<file path="src/rtl/obj_table_if.sv">
// obj_table_if: command/status bundle between an object-table client and obj_table.
// master modport: client side (drives commands and frame_start, observes the table).
// slave modport: obj_table side (accepts commands, presents packed table, length, status).
interface obj_table_if #(
  parameter int OBJ_WIDTH = 66,
  parameter int MAX_LEN   = 16,
  parameter int LEN_BITS  = 6
);
  logic                         cmd_valid;
  logic                         cmd_ready;
  logic [1:0]                   cmd_op;
  logic [LEN_BITS-1:0]          cmd_idx;
  logic [OBJ_WIDTH-1:0]         cmd_obj;
  logic                         frame_start;
  logic [OBJ_WIDTH*MAX_LEN-1:0] obj_arr_packed;
  logic [LEN_BITS-1:0]          arr_len;
  logic                         busy;
  logic                         err;

  modport master (
    output cmd_valid, cmd_op, cmd_idx, cmd_obj, frame_start,
    input  cmd_ready, obj_arr_packed, arr_len, busy, err
  );

  modport slave (
    input  cmd_valid, cmd_op, cmd_idx, cmd_obj, frame_start,
    output cmd_ready, obj_arr_packed, arr_len, busy, err
  );
endinterface

</file>
<file path="src/rtl/obj_table.sv">
// obj_table: handshaked object table (ADD/UPDATE/DELETE with compaction/CLEAR) feeding the renderer.
// Ports: clk, rst (async active-high), bus_if (obj_table_if.slave: cmd_* in, table/len/busy/err out).
// Latency 1 for ADD/UPDATE; DELETE at k busy len-k cycles; CLEAR busy MAX_LEN cycles; cmd_ready = !busy.
// Optional macro OBJ_DBUF_EN: outputs come from a live copy committed from the working table on frame_start.
module obj_table #(
  parameter int OBJ_WIDTH = 66,
  parameter int MAX_LEN   = 16,
  parameter int LEN_BITS  = 6
) (
  input logic         clk,
  input logic         rst,
  obj_table_if.slave  bus_if
);
  localparam int IDX_BITS = (MAX_LEN > 1) ? $clog2(MAX_LEN) : 1;
  localparam logic [LEN_BITS-1:0] MAX_L  = LEN_BITS'(MAX_LEN);
  localparam logic [LEN_BITS-1:0] LAST_L = LEN_BITS'(MAX_LEN - 1);

  typedef logic [IDX_BITS-1:0] idx_t;
  typedef enum logic [1:0] {IDLE, SHIFT, WIPE} state_t;

  localparam logic [1:0] OP_ADD = 2'd0, OP_UPD = 2'd1, OP_DEL = 2'd2, OP_CLR = 2'd3;

  state_t               state_q, state_d;
  logic [LEN_BITS-1:0]  len_q, len_d;
  logic [LEN_BITS-1:0]  p_q, p_d;
  logic                 err_q, err_d;
  logic [OBJ_WIDTH-1:0] slots_q [MAX_LEN];

  // Single write port into the working table, chosen by the FSM each cycle.
  logic                 wr_en;
  idx_t                 wr_idx;
  logic [OBJ_WIDTH-1:0] wr_dat;

  always_comb begin
    state_d = state_q;
    len_d   = len_q;
    p_d     = p_q;
    err_d   = 1'b0;
    wr_en   = 1'b0;
    wr_idx  = '0;
    wr_dat  = '0;
    case (state_q)
      IDLE: begin
        if (bus_if.cmd_valid) begin
          case (bus_if.cmd_op)
            OP_ADD: begin
              if (len_q < MAX_L) begin
                wr_en  = 1'b1;
                wr_idx = idx_t'(len_q);
                wr_dat = bus_if.cmd_obj;
                len_d  = len_q + 1'b1;
              end else begin
                err_d = 1'b1;
              end
            end
            OP_UPD: begin
              // len_q <= MAX_LEN, so an in-range idx always fits idx_t.
              if (bus_if.cmd_idx < len_q) begin
                wr_en  = 1'b1;
                wr_idx = idx_t'(bus_if.cmd_idx);
                wr_dat = bus_if.cmd_obj;
              end else begin
                err_d = 1'b1;
              end
            end
            OP_DEL: begin
              if (bus_if.cmd_idx < len_q) begin
                p_d     = bus_if.cmd_idx;
                state_d = SHIFT;
              end else begin
                err_d = 1'b1;
              end
            end
            default: begin // OP_CLR
              len_d   = '0;
              p_d     = '0;
              state_d = WIPE;
            end
          endcase
        end
      end
      SHIFT: begin
        // Compaction walks up from the deleted slot; the last valid slot is zeroed.
        wr_en  = 1'b1;
        wr_idx = idx_t'(p_q);
        if (p_q < len_q - 1'b1) begin
          wr_dat = slots_q[idx_t'(p_q + 1'b1)];
          p_d    = p_q + 1'b1;
        end else begin
          wr_dat  = '0;
          len_d   = len_q - 1'b1;
          state_d = IDLE;
        end
      end
      WIPE: begin
        wr_en  = 1'b1;
        wr_idx = idx_t'(p_q);
        wr_dat = '0;
        p_d    = p_q + 1'b1;
        if (p_q == LAST_L) state_d = IDLE;
      end
      default: state_d = IDLE;
    endcase
  end

  always_ff @(posedge clk or posedge rst) begin
    if (rst) begin
      state_q <= IDLE;
      len_q   <= '0;
      p_q     <= '0;
      err_q   <= 1'b0;
      for (int i = 0; i < MAX_LEN; i++) slots_q[i] <= '0;
    end else begin
      state_q <= state_d;
      len_q   <= len_d;
      p_q     <= p_d;
      err_q   <= err_d;
      if (wr_en) slots_q[wr_idx] <= wr_dat;
    end
  end

  logic                 idle;
  logic [OBJ_WIDTH-1:0] out_slots [MAX_LEN];
  logic [LEN_BITS-1:0]  out_len;

  assign idle = (state_q == IDLE);

`ifdef OBJ_DBUF_EN
  // Live copy seen by the renderer; committed whole from the working table
  // on the first IDLE edge at or after a frame_start pulse.
  logic [OBJ_WIDTH-1:0] live_slots_q [MAX_LEN];
  logic [LEN_BITS-1:0]  live_len_q;
  logic                 pend_q, pend_d;
  logic                 copy_en;

  always_comb begin
    copy_en = idle && (bus_if.frame_start || pend_q);
    pend_d  = pend_q;
    if (copy_en)                 pend_d = 1'b0;
    else if (bus_if.frame_start) pend_d = 1'b1;
  end

  always_ff @(posedge clk or posedge rst) begin
    if (rst) begin
      pend_q     <= 1'b0;
      live_len_q <= '0;
      for (int i = 0; i < MAX_LEN; i++) live_slots_q[i] <= '0;
    end else begin
      pend_q <= pend_d;
      if (copy_en) begin
        live_len_q <= len_q;
        for (int i = 0; i < MAX_LEN; i++) live_slots_q[i] <= slots_q[i];
      end
    end
  end

  assign out_slots = live_slots_q;
  assign out_len   = live_len_q;
`else
  logic unused_frame_start;
  assign unused_frame_start = bus_if.frame_start;
  assign out_slots = slots_q;
  assign out_len   = len_q;
`endif

  // Slots at or beyond the length read as zero even while WIPE is still
  // clearing the storage behind an already-zeroed length.
  always_comb begin
    bus_if.obj_arr_packed = '0;
    for (int i = 0; i < MAX_LEN; i++) begin
      if (LEN_BITS'(i) < out_len)
        bus_if.obj_arr_packed[i*OBJ_WIDTH +: OBJ_WIDTH] = out_slots[i];
    end
  end

  assign bus_if.arr_len   = out_len;
  assign bus_if.busy      = !idle;
  assign bus_if.cmd_ready = idle;
  assign bus_if.err       = err_q;
endmodule

</file>
<file path="src/flat_wrapper.sv">
// flat-port wrapper written by rule: the top's interface ports become plain ports
module obj_table_flat 
#(
  parameter int OBJ_WIDTH = 66,
  parameter int MAX_LEN   = 16,
  parameter int LEN_BITS  = 6
)
  (clk, rst, bus_if_cmd_valid, bus_if_cmd_op, bus_if_cmd_idx, bus_if_cmd_obj, bus_if_frame_start, bus_if_cmd_ready, bus_if_obj_arr_packed, bus_if_arr_len, bus_if_busy, bus_if_err);
  obj_table_if #(.OBJ_WIDTH(OBJ_WIDTH), .MAX_LEN(MAX_LEN), .LEN_BITS(LEN_BITS)) bus_if_i ();
  input logic clk;
  input logic rst;
  input wire logic [$bits(bus_if_i.cmd_valid)-1:0] bus_if_cmd_valid;
  input wire logic [$bits(bus_if_i.cmd_op)-1:0] bus_if_cmd_op;
  input wire logic [$bits(bus_if_i.cmd_idx)-1:0] bus_if_cmd_idx;
  input wire logic [$bits(bus_if_i.cmd_obj)-1:0] bus_if_cmd_obj;
  input wire logic [$bits(bus_if_i.frame_start)-1:0] bus_if_frame_start;
  output wire logic [$bits(bus_if_i.cmd_ready)-1:0] bus_if_cmd_ready;
  output wire logic [$bits(bus_if_i.obj_arr_packed)-1:0] bus_if_obj_arr_packed;
  output wire logic [$bits(bus_if_i.arr_len)-1:0] bus_if_arr_len;
  output wire logic [$bits(bus_if_i.busy)-1:0] bus_if_busy;
  output wire logic [$bits(bus_if_i.err)-1:0] bus_if_err;
  assign bus_if_i.cmd_valid = bus_if_cmd_valid;
  assign bus_if_i.cmd_op = bus_if_cmd_op;
  assign bus_if_i.cmd_idx = bus_if_cmd_idx;
  assign bus_if_i.cmd_obj = bus_if_cmd_obj;
  assign bus_if_i.frame_start = bus_if_frame_start;
  assign bus_if_cmd_ready = bus_if_i.cmd_ready;
  assign bus_if_obj_arr_packed = bus_if_i.obj_arr_packed;
  assign bus_if_arr_len = bus_if_i.arr_len;
  assign bus_if_busy = bus_if_i.busy;
  assign bus_if_err = bus_if_i.err;
  obj_table #(.OBJ_WIDTH(OBJ_WIDTH), .MAX_LEN(MAX_LEN), .LEN_BITS(LEN_BITS)) u_core (.clk(clk), .rst(rst), .bus_if(bus_if_i));
endmodule
</file>
<file path="config.mk">
export PLATFORM = sky130hd
export DESIGN_NAME = obj_table_flat
export DESIGN_NICKNAME = d
export VERILOG_FILES = /design/src/rtl/obj_table_if.sv /design/src/rtl/obj_table.sv /design/src/flat_wrapper.sv
export SDC_FILE = /design/constraint.sdc
export NUM_CORES = 2
export LEC_CHECK = 0
export CORE_AREA = 2 2 442 444
export DETAILED_ROUTE_END_ITERATION = 10
export DIE_AREA = 0 0 444 446
export GPL_ROUTABILITY_DRIVEN = 0
export GPL_TIMING_DRIVEN = 0
export MAX_ROUTING_LAYER = met4
export PLACE_DENSITY_LB_ADDON = 0.25
export SYNTH_ARGS = -nofsm -noshare
export SYNTH_HDL_FRONTEND = slang
export SYNTH_SLANG_ARGS = --single-unit
</file>
<file path="constraint.sdc">
create_clock -name clk -period 51.3 [get_ports clk]
set_input_delay 10.26 -clock clk [delete_from_list [all_inputs] [get_ports clk]]
set_output_delay 10.26 -clock clk [all_outputs]
set_load 0.1 [all_outputs]
</file>
* Yosys cells after proc, flatten, opt, wreduce, memory -nomap -nowiden
Cells that the tools add are included.
** Storage, ports and cells
- Register bits :: 1071
- Bits of input ports :: 78
- Output and inout bits :: 1065
- Word-level logic and storage cells :: 131
** Operators by class
- $add $sub $neg :: 3
- $lt $le $gt $ge :: 22
- Equal/unequal tests :: 13
- Multiplexer cells :: 59
- Bitwise gates (word level) :: 2
- Reduce and logical (&&, ||, !) cells :: 12
** Operators by type and width (number)
- two-way mux 66 bit :: 23
- bitwise mux 1056 bit :: 1
- binary-select mux 66 bit (select 4 bit) :: 1
- demux 66 bit (select 4 bit) :: 1
- one-hot mux 66 bit (2 select lines) :: 2
- < comparator 4 x 6 -> 1 bit, first input constant :: 8
- two-way mux 6 bit :: 6
- one-hot mux 6 bit (2 select lines) :: 3
- < comparator 3 x 6 -> 1 bit, first input constant :: 4
- one-hot mux 6 bit (3 select lines) :: 1
- one-hot mux 4 bit (2 select lines) :: 2
- AND reduction 5 bit :: 3
- adder 6 x 1 -> 6 bit, second input constant :: 2
- < comparator 1 x 6 -> 1 bit, first input constant :: 2
- < comparator 2 x 6 -> 1 bit, first input constant :: 2
- < comparator 6 bit :: 2
- two-way mux 4 bit :: 3
- greater-or-equal comparator 5 bit, second input constant :: 2
- NOT 4 -> 5 bit :: 2
- two-way mux 2 bit :: 4
- != test 2 bit, second input constant :: 4
- two-way mux 1 bit :: 7
- == test 6 x 4 -> 1 bit, second input constant :: 1
- < comparator 6 x 5 -> 1 bit, second input constant :: 1
- other kinds (15) :: 24

* Longest topological paths before layout
- Depth in word-level cells :: 11
- Gate-level depth with buffers :: 15

* Least setup slack after synthesis
No wires, ideal clock.
- Kind :: reg-to-output
- From :: register u_core.len_q[0], in the netlist u_core.bus_if.arr_len[0]
- To :: output port bus_if_obj_arr_packed[949]
- Data arrival time :: 3.513 ns
- Data required time :: 41.040 ns
- Setup slack :: 37.527 ns
- Stages on the path, launching flop included :: 7
- Buffers on the path :: 2
- Cell sequence :: dfrtp_1 > ha_1 > nand3_1 > and2_1 > clkbuf_1 > clkbuf_1 > nor2b_1
** Between the ends
- Cells in the longest elaborated chain, start to end :: 2
** RTL lines
- from (decl) :: line obj_table.sv:24 : logic [LEN_BITS-1:0] len_q, len_d;
- from (signal assigned) :: line obj_table.sv:115 : len_q <= len_d;
- < comparator 4 x 6 -> 1 bit :: line obj_table.sv:171 : if (LEN_BITS'(i) < out_len)
- two-way mux 66 bit :: line obj_table.sv:171
- to (decl) :: line flat_wrapper.sv:18 : output wire logic [$bits(bus_if_i.obj_arr_packed)-1:0] bus_if_obj_arr_packed;
Every way passes these cells.

* Worst setup path in the final report
- From :: register u_core.len_q[4], in the netlist u_core.bus_if.arr_len[4]
- To :: output port bus_if_obj_arr_packed[921]
The elaborated chain is that of the path after synthesis.

==> impl_metrics.py <==
metrics = {
    "detailed_routing": {
        "drcViolationCount": 0,
        "routed_wirelength_microns": 301000,
        "vias": 45200,
        "drtPass1Iterations": 5,
        "via_per_inst": 5.31,
        "ant_nets": 0,
        "wire_per_inst_microns": 35.4,
        "drt_first_iter_violations": 3886,
    },
    "setup_path": {
        "critPathRequiredTime_ns": 41.04,
        "cp.arrival_ns": 6.27,
        "reg2reg_slack_ns": 45.76,
        "rr_worst_depth": 11,
        "r2r-start": "u_core.p_q[1]",
        "crit_type": "reg2out",
        "start_kind": "flop",
        "cp_max_fo": 12,
        "reg2reg_to": "u_core.out_slots[113]",
        "cp-end-kind": "output pin",
    },
    "layout": {
        "utilization_pct": 39.8,
        "final_common_cell": "clkdlybuf4s50_1",
        "layout.area.seq_sq_um": 26800,
        "n_fill_cell": 18700,
        "multiInputGateArea_sq_um": 28500,
        "layout_common_cells": "1,141 x clkdlybuf4s50_1, 1,071 x dfrtp_1, 936 x mux2_2, 665 x and2_1, 396 x nor2b_1",
        "nets": 5931,
        "areaGrowthSynthToFinish_pct": 34.5,
        "drive_above_1_share_pct": 30.0,
    },
    "cts": {
        "clock-sinks": 1071,
        "cts_tree": "built",
        "cts_hold_buf": 0,
        "cts_buffers": 134,
        "clk-insertion-delay-late_ns": 0.82,
        "post_cts_buffers": 0,
        "clock_path_buffers": 3,
        "ctsResizeCount": 0,
        "h-tree-depth": 4,
        "clkTransAtPathRegs_ns": 0.06,
        "clockRootBuffer": "clkbuf_16",
    },
    "timing": {
        "setup_viol": 0,
        "worst_slew_pin_slew_ns": 1.51,
        "max_freq_mhz": 60.5,
        "relSlewSlack_pct": -1.23,
        "finalCriticalPeriod_ns": 16.53,
        "worst_slack_ns": 34.77,
        "holdWs_ns": 0.519,
        "rsz0062_at_grt": "false",
        "finalHoldViolations": 0,
        "fin_skew_ns": 0.0396,
        "finalCritPeriodShare_pct": 32.2,
        "drv_slew": 1,
    },
    "pwr": {
        "p_comb_share_pct": 52.3,
        "p_int_w": 0.00215,
        "power_density_nw_per_um2": 57.4,
        "switchingPower_w": 0.00228,
        "fin_total_pwr_w": 0.00442,
        "sw_frac_of_total_pct": 51.4,
        "p_clk_share_pct": 22.6,
        "peakVddDrop_mv": 0.0900,
        "pwr-share-seq_pct": 25.0,
        "cellLeakagePower_nw": 34.5,
    },
    "die": {
        "dieArea_sq_um": 198000,
        "start_util_pct": 29.6,
        "chipHeight_microns": 446,
        "io_pins": 1143,
        "num_rows": 162,
        "die_w_microns": 444,
        "coreArea_sq_um": 194000,
    },
    "hold_path": {
        "hold_class": "reg2reg",
        "hold_depth": 1,
        "min_from": "u_core.out_slots[745]",
        "holdPathEnd": "u_core.out_slots[745]",
    },
    "job": {
        "maxCapViolations": 1,
    },
    "yosys": {
        "ys_types": 56,
        "yosysSeqAreaShare_pct": 46.8,
        "synth_edf_count": 0,
        "synthArstFlopShare_pct": 100,
        "synth_cells": 4536,
        "synth-seq-cells": 1071,
        "syn_nets": 4636,
        "avgSynthCellArea_sq_um": 12.6,
        "synth_flop_cell": "dfrtp_1",
        "synth_area_sq_um": 57300,
        "yosysWarnings": 0,
    },
    "global_routing": {
        "grt_pass1_vias": 46500,
        "grt_max_degree": 124,
        "antenna_found_initial": 46,
        "grt_pass1_wl_microns": 406000,
        "grt.total_usage_pct": 30.6,
        "gr-total-overflow": 0,
    },
    "run_status": {
        "violations": "max-capacitance violations, max-slew violations",
        "status": "complete, but fails checks",
    },
    "placement": {
        "place_hpwl_microns": 233000,
        "io_buffers": 1141,
        "post-place-ws_ns": 35.74,
    },
}
[registers in the layout, summed over array words and instances, names as in the netlist]
register / cells
u_core.state_q: 2
u_core.bus_if.err: 1
u_core.p_q: 6
u_core.out_slots: 1056
u_core.bus_if.arr_len: 6
[critical path, stage by stage (launching register included)]
cell	delay (ns)
dfrtp_1	0.53
or2_2	0.17
clkbuf_1	0.78
a21oi_1	0.30
a21oi_1	0.71
buf_2	0.73
clkbuf_1	0.50
and2_1	0.46
clkdlybuf4s50_1	1.22
[cell families (layout without fill, tap and decap cells)]
family          Yosys count  after routing  share of synthesized area (%)
simple gates           1415           1415                           14.2
flops                  1071           1071                           46.8
xor+xnor                  7              7                          0.107
fa+ha+maj                22             22                          0.481
compound gates          275            275                           3.06
other cells               0             31                              0
mux                    1321           1321                           31.9
buf+inv                 425           1821                           3.46
[per-layer routing]
layer	wire, microns	global-route usage (%)	vias up
met5	0	-	-
met4	20000	17.4	0
met3	19200	6.13	520
met2	139000	46.7	2035
met1	123000	37.7	24100
li1	-	-	18500
[final cells by class]
| type | count | share of cell area, % |
|---|---|---|
| Multi-Input combinational cell | 3040 | 37.0 |
| Sequential cell | 1071 | 34.8 |
| Timing Repair Buffer | 1159 | 15.4 |
| Clock buffer | 194 | 5.09 |
| Tap cell | 2542 | 4.13 |
| Buffer | 411 | 2.53 |
| Clock inverter | 43 | 0.851 |
| Antenna cell | 31 | 0.101 |
| Inverter | 14 | 0.0780 |
[cells in the mapped netlist, types with 2 or more instances]
| master | number | area [sq um] |
|---|---|---|
| o31ai_1 | 4 | 30.0 |
| mux2_2 | 936 | 10500 |
| nor4_1 | 3 | 18.8 |
| buf_6 | 16 | 180 |
| a211oi_1 | 3 | 22.5 |
| buf_1 | 28 | 105 |
| nand2b_1 | 2 | 12.5 |
| nand2_1 | 286 | 1070 |
| nor2_1 | 20 | 75.1 |
| buf_2 | 175 | 876 |
| o221ai_1 | 2 | 17.5 |
| o21a_1 | 4 | 30.0 |
| a211o_1 | 69 | 604 |
| dfrtp_1 | 1071 | 26800 |
| or4_4 | 3 | 33.8 |
| mux4_2 | 264 | 5950 |
| or3_1 | 2 | 12.5 |
| a21oi_1 | 148 | 741 |
| nor2b_1 | 396 | 2480 |
| nor4b_1 | 2 | 17.5 |
| a41oi_1 | 2 | 17.5 |
| ha_1 | 22 | 275 |
| inv_1 | 14 | 52.6 |
| o211ai_1 | 6 | 45.0 |
| clkbuf_1 | 180 | 676 |
| o21ai_0 | 22 | 110 |
| a22oi_1 | 3 | 22.5 |
| mux2_4 | 120 | 1800 |
| nand3_1 | 8 | 40.0 |
| nand4_1 | 10 | 62.6 |
| nor3_1 | 5 | 25.0 |
| and2_1 | 665 | 4160 |
| buf_4 | 12 | 90.1 |
| or4_1 | 3 | 22.5 |
| xnor2_1 | 6 | 52.6 |
| and3_1 | 4 | 25.0 |
[power by group through the flow]
| stage | registers [W] | clock network (W) | logic (W) |
|---|---|---|---|
| detailed placement | 0.00112 | 0 | 0.00232 |
| global placement | 0.00111 | 0 | 0.00229 |
| CTS | 0.00110 | 0.00102 | 0.00233 |
| global route | 0.00112 | 0.00105 | 0.00238 |
| floorplan | 0.00108 | 0 | 0.00137 |
| finish | 0.00111 | 0.00100 | 0.00232 |
[worst max path at each step]
stage	from	slack, ns	end	depth (start not counted)
global placement	rst	-4.20	u_core.out_slots[101]	2
finish	u_core.bus_if.arr_len[4]	34.77	bus_if_obj_arr_packed[921]	8
floorplan	rst	10.89	u_core.bus_if.arr_len[0]	1
detailed placement	u_core.bus_if.arr_len[4]	35.74	bus_if_obj_arr_packed[818]	8
CTS	u_core.bus_if.arr_len[4]	34.85	bus_if_obj_arr_packed[818]	8
global route	u_core.bus_if.arr_len[4]	34.75	bus_if_obj_arr_packed[826]	8
[through the flow]
stage,instance area (sq um),cells,setup TNS (ns)
floorplan,57300,4536,0
global placement,71900,8219,-4028.61
detailed placement,72400,8237,0
CTS,77000,8474,0
global route,77000,8496,0
finish,77000,8505,0
(Power assumes the default switching activity.)
